File: config.mk
export PLATFORM = sky130hd
export DESIGN_NAME = decode_hazard_scoreboard
export DESIGN_NICKNAME = d
export VERILOG_FILES = /design/src/rtl/decode_hazard_scoreboard.sv
export SDC_FILE = /design/constraint.sdc
export NUM_CORES = 1
export LEC_CHECK = 0
export CORE_MARGIN = 1.5
export CORE_UTILIZATION = 40
export DETAILED_ROUTE_END_ITERATION = 8
export GPL_TIMING_DRIVEN = 0
export MAX_ROUTING_LAYER = met4
export PLACE_DENSITY = 0.78
export SLEW_MARGIN = 20
export SYNTH_ARGS = -nofsm -noshare
export SYNTH_HDL_FRONTEND = slang
export SYNTH_SLANG_ARGS = --single-unit
File: constraint.sdc
create_clock -name clk -period 2.7 [get_ports clk]
set_input_delay 0.405 -clock clk [delete_from_list [all_inputs] [get_ports clk]]
set_output_delay 0.405 -clock clk [all_outputs]
set_load 0.005 [all_outputs]
File: src/rtl/decode_hazard_scoreboard.sv
`default_nettype none
// ============================================================================
// Module      : decode_hazard_scoreboard
// Description : Decode-stage register-hazard and flush controller. Tracks
//               outstanding register writes in a 32-entry scoreboard. Stalls
//               the ID instruction on RAW/WAW hazards and holds flush for
//               FLUSH_CYCLES cycles after a taken branch.
//               Optional macro HAZARD_PERF_COUNT_EN adds stall/flush
//               cycle counters (stall_count, flush_count).
// Revision    : 1.0 - initial release
// ============================================================================
module decode_hazard_scoreboard #(
    parameter int FLUSH_CYCLES = 2
) (
    input  logic        clk,
    input  logic        rst,
    input  logic        id_valid,
    input  logic [4:0]  id_rs1_addr,
    input  logic [4:0]  id_rs2_addr,
    input  logic        id_uses_rs1,
    input  logic        id_uses_rs2,
    input  logic [4:0]  id_rd_addr,
    input  logic        id_reg_write,
    input  logic        ex_branch_taken,
    input  logic        wb_reg_write,
    input  logic [4:0]  wb_rd_addr,
    output logic        stall,
    output logic        flush,
    output logic        id_ex_bubble,
    output logic        issue,
`ifdef HAZARD_PERF_COUNT_EN
    output logic [31:0] stall_count,
    output logic [31:0] flush_count,
`endif
    output logic [31:0] pending
);

    localparam logic [1:0] c_st_run   = 2'd0;
    localparam logic [1:0] c_st_stall = 2'd1;
    localparam logic [1:0] c_st_flush = 2'd2;

    // Value loaded on a taken branch: the number of cycles spent in FLUSH
    // after the branch cycle itself.
    localparam logic [2:0] c_flush_init = 3'(FLUSH_CYCLES - 1);

    logic [1:0]  r_state;
    logic [1:0]  w_state_nxt;
    logic [2:0]  r_cnt;
    logic [2:0]  w_cnt_nxt;
    logic [31:0] r_pending;
    logic [31:0] w_pending_nxt;
    logic [31:0] w_set;
    logic [31:0] w_clr;
    logic        w_hz_rs1;
    logic        w_hz_rs2;
    logic        w_hz_rd;
    logic        w_hazard;
    logic        w_flush;
    logic        w_stall;

    // Hazard detection against the registered scoreboard only; x0 never hazards.
    always_comb begin
        w_hz_rs1 = id_uses_rs1  && (id_rs1_addr != 5'd0) && r_pending[id_rs1_addr];
        w_hz_rs2 = id_uses_rs2  && (id_rs2_addr != 5'd0) && r_pending[id_rs2_addr];
        w_hz_rd  = id_reg_write && (id_rd_addr  != 5'd0) && r_pending[id_rd_addr];
        w_hazard = id_valid && (w_hz_rs1 || w_hz_rs2 || w_hz_rd);
    end

    // Pipeline control outputs; flush always takes priority over stall.
    always_comb begin
        w_flush      = ex_branch_taken || (r_state == c_st_flush);
        w_stall      = w_hazard && !w_flush;
        flush        = w_flush;
        stall        = w_stall;
        id_ex_bubble = w_flush || w_stall || !id_valid;
        issue        = id_valid && !w_stall && !w_flush;
        pending      = r_pending;
    end

    // Next-state logic: a taken branch (re)starts the flush sequence from any state.
    always_comb begin
        w_state_nxt = r_state;
        w_cnt_nxt   = r_cnt;
        if (ex_branch_taken) begin
            if (c_flush_init != 3'd0) begin
                w_state_nxt = c_st_flush;
                w_cnt_nxt   = c_flush_init;
            end else begin
                // A single-cycle flush is covered entirely by the branch cycle.
                w_state_nxt = c_st_run;
                w_cnt_nxt   = 3'd0;
            end
        end else begin
            case (r_state)
                c_st_run: begin
                    if (w_hazard) begin
                        w_state_nxt = c_st_stall;
                    end
                end
                c_st_stall: begin
                    if (!w_hazard) begin
                        w_state_nxt = c_st_run;
                    end
                end
                c_st_flush: begin
                    // Counter holds the remaining FLUSH cycles including this one.
                    if (r_cnt <= 3'd1) begin
                        w_state_nxt = c_st_run;
                        w_cnt_nxt   = 3'd0;
                    end else begin
                        w_cnt_nxt   = r_cnt - 3'd1;
                    end
                end
                default: begin
                    w_state_nxt = c_st_run;
                    w_cnt_nxt   = 3'd0;
                end
            endcase
        end
    end

    // State and flush counter registers.
    always_ff @(posedge clk) begin
        if (rst) begin
            r_state <= c_st_run;
            r_cnt   <= 3'd0;
        end else begin
            r_state <= w_state_nxt;
            r_cnt   <= w_cnt_nxt;
        end
    end

    // Scoreboard set/clear masks; set is applied after clear so set wins.
    always_comb begin
        w_clr = 32'd0;
        w_set = 32'd0;
        if (wb_reg_write && (wb_rd_addr != 5'd0)) begin
            w_clr = 32'd1 << wb_rd_addr;
        end
        if (issue && id_reg_write && (id_rd_addr != 5'd0)) begin
            w_set = 32'd1 << id_rd_addr;
        end
        w_pending_nxt = ((r_pending & ~w_clr) | w_set) & ~32'd1;
    end

    // Pending-write scoreboard register.
    always_ff @(posedge clk) begin
        if (rst) begin
            r_pending <= 32'd0;
        end else begin
            r_pending <= w_pending_nxt;
        end
    end

`ifdef HAZARD_PERF_COUNT_EN
    logic [31:0] r_stall_count;
    logic [31:0] r_flush_count;

    // Free-running cycle counters for stall and flush, wrapping naturally.
    always_ff @(posedge clk) begin
        if (rst) begin
            r_stall_count <= 32'd0;
            r_flush_count <= 32'd0;
        end else begin
            if (w_stall) begin
                r_stall_count <= r_stall_count + 32'd1;
            end
            if (w_flush) begin
                r_flush_count <= r_flush_count + 32'd1;
            end
        end
    end

    assign stall_count = r_stall_count;
    assign flush_count = r_flush_count;
`endif

endmodule
`default_nettype wire

# Word level (Yosys, flattened, before mapping)
# Cells that the tools add are included.
[word_totals]
register_bits = 37
latchBits = 0
ram_bits = 0
mem_bits_ro = 0
wordCells = 71
mem_count = 0
[op_classes]
addsub = 1
n_mul = 0
n_div = 0
magnitude_cmp = 4
eq_ne = 9
shifts = 2
mux = 16
bitwise_logic = 3
n_reduce_logical = 30
[ops]
columns = ["op", "count"]
rows = [
  ["$mux 32", 2],
  ["$shl 1x5->32 const A", 2],
  ["$and 32x32->32", 1],
  ["$not 32->32", 1],
  ["$or 32x32->32", 1],
  ["$reduce_bool 5->1", 4],
  ["$lt 5x6->1 const B", 3],
  ["$bmux 1 s5", 3],
  ["$logic_and 1x1->1", 13],
  ["$mux 2", 4],
  ["$ne 3x3->1 const B", 2],
  ["$pmux 2 s3", 1],
  ["$pmux 3 s2", 1],
  ["$reduce_and 3->1", 2],
  ["$logic_or 1x1->1", 5],
  ["$mux 1", 4],
  ["$ne 2x1->1 const B", 2],
  ["$ne 2x2->1 const B", 2],
  ["$reduce_or 2->1", 2],
  ["$le 3x1->1 const B", 1],
  ["$logic_not 1->1", 3],
  ["$mux 3", 1],
  ["$ne 3x2->1 const B", 1],
  ["$sub 3x1->3 const B", 1],
  ["other kinds (3)", 3],
]

# Longest topological paths before layout
[logic_depth]
ltp_word = 14
ltp_mapped = 9
ltp_nobuf = 7

# Worst setup path after synthesis
# No wires, ideal clock.
[synth_timing]
path_kind = "input to output"
startpoint = "input port id_rs2_addr[1]"
endpoint = "output port issue"
arrival_time_ns = 2.200
t_required_ns = 2.295
slack_ns = 0.095
stages = 8
cell_sequence = "clkbuf_1 -> mux2_2 -> a221oi_1 -> nor3_1 -> o311ai_2 -> nand2_2 -> buf_6 -> nor3b_1"
[synth_between]
elab_chain_len = 10
elab_cells_between_ends = 12
[synth_lines]
columns = ["element", "line", "text"]
rows = [
  ["start: declaration", "19", "input logic [4:0] id_rs2_addr,"],
  ["$bmux 1 s5 / $reduce_bool 5->1 (equally long branches)", "64", "w_hz_rs2 = id_uses_rs2 && (id_rs2_addr != 5'd0) && r_pending[id_rs2_addr];"],
  ["$mux 1 (implied by the code) / $logic_and 1x1->1 (equally long branches)", "64", ""],
  ["$logic_and 1x1->1 *", "64", ""],
  ["$logic_or 1x1->1 * (2 in a row)", "66", "w_hazard = id_valid && (w_hz_rs1 || w_hz_rs2 || w_hz_rd);"],
  ["$logic_and 1x1->1 *", "66", ""],
  ["$logic_and 1x1->1 *", "72", "w_stall = w_hazard && !w_flush;"],
  ["$logic_not 1->1 *", "76", "issue = id_valid && !w_stall && !w_flush;"],
  ["$logic_and 1x1->1 * (2 in a row)", "76", ""],
  ["end: declaration", "30", "output logic issue,"],
]
# Every way passes the cells marked *; elsewhere a longest branch is shown, timed or not. The select of a mux whose other input is x is not followed.

# Worst setup path after layout
[layout_timing]
startpoint = "register r_pending[23] (netlist: pending[23])"
endpoint = "output port issue"
[layout_between]
elab_chain_len = 10
elab_cells_between_ends = 16
[layout_lines]
columns = ["element", "line", "text"]
rows = [
  ["start: declaration", "50", "logic [31:0] r_pending;"],
  ["start signal: assignment", "151", "r_pending <= w_pending_nxt;"],
  ["$bmux 1 s5 (on tied branches)", "63, 64", ""],
  ["$mux 1 (on tied branches)", "63, 64", ""],
  ["$logic_and 1x1->1 (on tied branches)", "63, 64", ""],
  ["$logic_or 1x1->1", "66", ""],
  ["$logic_or 1x1->1 *", "66", ""],
  ["$logic_and 1x1->1 *", "66", ""],
  ["$logic_and 1x1->1 *", "72", ""],
  ["$logic_not 1->1 *", "76", ""],
  ["$logic_and 1x1->1 * (2 in a row)", "76", ""],
]
# Marked as above.

==> impl_metrics.yaml <==
global_routing:
  grt_pass1_wl_um: 14200
  grt_use_total_pct: 26.1
  grt_pass1_vias: 2772
  gr-total-overflow: 0
  grt_max_degree: 13
  antenna_found_initial: 0
sta:
  hold_viol_final: 0
  min_period_over_period_pct: 103
  rsz0062_at_grt: "true"
  skew_ps: 12.7
  timing.slew.headroom_pct: 60.7
  setup_viol_count_final: 3
  fin_setup_tns_ps: -147
  tightest_slew_ps: 585
  layout_min_cycle_time_ps: 2780
  fin_ws_ps: -81.5
  clock.fmax_mhz: 360
  slew_violations: 0
routing:
  drt_wl_total_um: 9160
  wl_per_cell_um: 20.8
  vias: 2880
  first_pass_iters: 7
  drc: 0
  drt_iter0_drc: 228
  final_antenna_net_count: 0
  vias_per_cell: 6.53
logic_synthesis:
  syn_avg_cell_area_um2: 9.26
  synthArstFlopShare_pct: 0
  synth-seq-cells: 36
  synth_top_family_by_area: "multiplexers"
  ys_types: 49
  syn_inst: 284
  synth_nets: 314
  synthAdderAreaFrac_pct: 0.952
  synthFlopType: "dfxtp_1"
  synth_edf_count: 0
  yosysSeqAreaShare_pct: 27.4
  synth-compound-area-share_pct: 20.5
  synth_mux_area_share_pct: 23.3
  synth_warnings: 0
  synthSimpleGateAreaFrac_pct: 21.9
  synth-xor-area-share_pct: 0
  netlist_area_um2: 2630
cells_and_area:
  final-seq-area_um2: 756
  drive_above_1_share_pct: 26.9
  final_cell_mix: "clkdlybuf4s50_1 (48), nand2_1 (23), nand3_1 (22), o41ai_1 (22), buf_4 (19)"
  fillerInstances: 535
  antenna_cells: 0
  fin_nets: 393
  multi_input_area_um2: 1800
  layout_commonest_cell: "clkdlybuf4s50_1"
  syn_to_final_growth_pct: 38.0
  final_core_util_pct: 57.1
job:
  drv_cap: 0
cts:
  insertion_delay_ps: 300
  cts_tree: "built"
  cts_buffers: 5
  cts_root_buffer: "clkbuf_8"
  path_clk_slew_ps: 80
  cts_hold_buffers: 0
  clock_sinks: 36
  cts_buffer_depth: 2
  h-tree-depth: 2
outcome:
  status: "finished, violations left"
  violations: "negative setup slack"
setup_path:
  crit_fanout: 3
  worstPathArrival_ps: 2380
  path_class: "flip-flop to output port"
  worstSetupStartpointType: "flip-flop"
  worstSetupEndpointType: "output port"
  critPathRequiredTime_ps: 2300
floorplan:
  die_y_um: 84.1
  start_util_pct: 41.4
  fp.dieW_um: 84.1
  die-area_um2: 7070
  rows: 29
  core_area_um2: 6350
  pin_count: 64
placed_design:
  portBuffers: 54
  dp_hpwl_um: 6470
  post-place-ws_ps: -861
  gp_congestion: 0.984
hold_path:
  hold_class: "flip-flop to flip-flop"
power:
  p_per_area_nw_per_um2: 344
  p_leak_uw: 0.00130
  ir_drop_v: 0.000210
-- synthesized netlist by cell type (5+ instances only) --
cell      number  share of area, %
a21oi_1        6               1.1
o21ai_0       12               2.3
mux2_2         6               2.6
nand2_1       23               3.3
clkbuf_1      13               1.9
mux4_1         7               7.0
nand3_1       22               4.2
nor2_1         8               1.1
buf_2          5              0.95
nor2b_1        9               2.1
o41ai_1       23               7.7
mux4_2         8               6.9
inv_1          6              0.86
nand2b_1       6               1.4
mux2i_1       18               6.9
dfxtp_1       36                27
o211ai_1      14               4.0
-- routing by layer --
metal	vias to the layer above	wire (um)	part of all wire, %	GRT usage [%]
li1	1288	-	-	-
met1	1359	3520	38	33.8
met2	199	4360	48	41.4
met3	34	983	11	3.17
met4	0	297	3.2	10.9
met5	-	0	0	-
-- layout make-up --
| cell class | instances | area share [%] |
|---|---|---|
| buffer | 25 | 4.93 |
| clock buffer | 5 | 1.90 |
| clock inverter | 3 | 1.17 |
| inverter | 7 | 0.724 |
| multi-input combinational | 216 | 49.6 |
| sequential | 36 | 20.8 |
| tap | 77 | 2.66 |
| timing repair buffer | 72 | 18.2 |
-- cell families (layout without fill, tap and decap cells) --
logic type,Yosys count,count (layout)
buffers and inverters,32,112
adder cells (fa/ha/maj),2,2
other,1,1
AND/OR/NAND/NOR,103,103
AO/OA/AOI/OAI,71,71
flip-flops,36,36
multiplexers,39,39
-- stage by stage --
| step | instances | hold WS (ps) | power, uW | instance area (um2) |
|---|---|---|---|---|
| 6_report | 441 | 503 | 1250 | 3630 |
| 3_3_place_gp | 415 | 517 | 757 | 3270 |
| 2_1_floorplan | 284 | 474 | 676 | 2630 |
| 5_1_grt | 441 | 521 | 1300 | 3630 |
| 4_1_cts | 437 | 501 | 1250 | 3570 |
| 3_5_place_dp | 415 | 519 | 762 | 3270 |
-- where the power goes --
part           internal (uW)  switching, uW
logic                    109            134
registers                530           4.31
clock network            273            198
-- critical path: stages (launching register included) --
cell	delay (ps)
dfxtp_4	370
mux4_2	470
mux2i_1	180
mux2i_1	110
a311oi_2	420
nand2_2	120
buf_6	140
nor3b_2	130
buf_2	130
-- state kept, by name (all words and copies together), names as in the netlist --
name / flops
r_cnt: 3
r_state: 2
pending: 31
-- final timing paths --
path	slack, ps	cells past startpoint	start	end
max	-80	8	pending[23]	issue
min	500	2	pending[1]	pending[1]
max reg2reg	90	9	pending[23]	pending[28]
min reg2reg	500	2	pending[1]	pending[1]
-- what timing repair did --
item,4_1_cts,5_1_grt
buffers inserted,14,4
endpoints found under the setup margin,22,3
endpoints found under the hold margin,0,0
pin swaps,9,8
resized for setup,56,14
No activity file was read; power rests on OpenSTA's default activity.
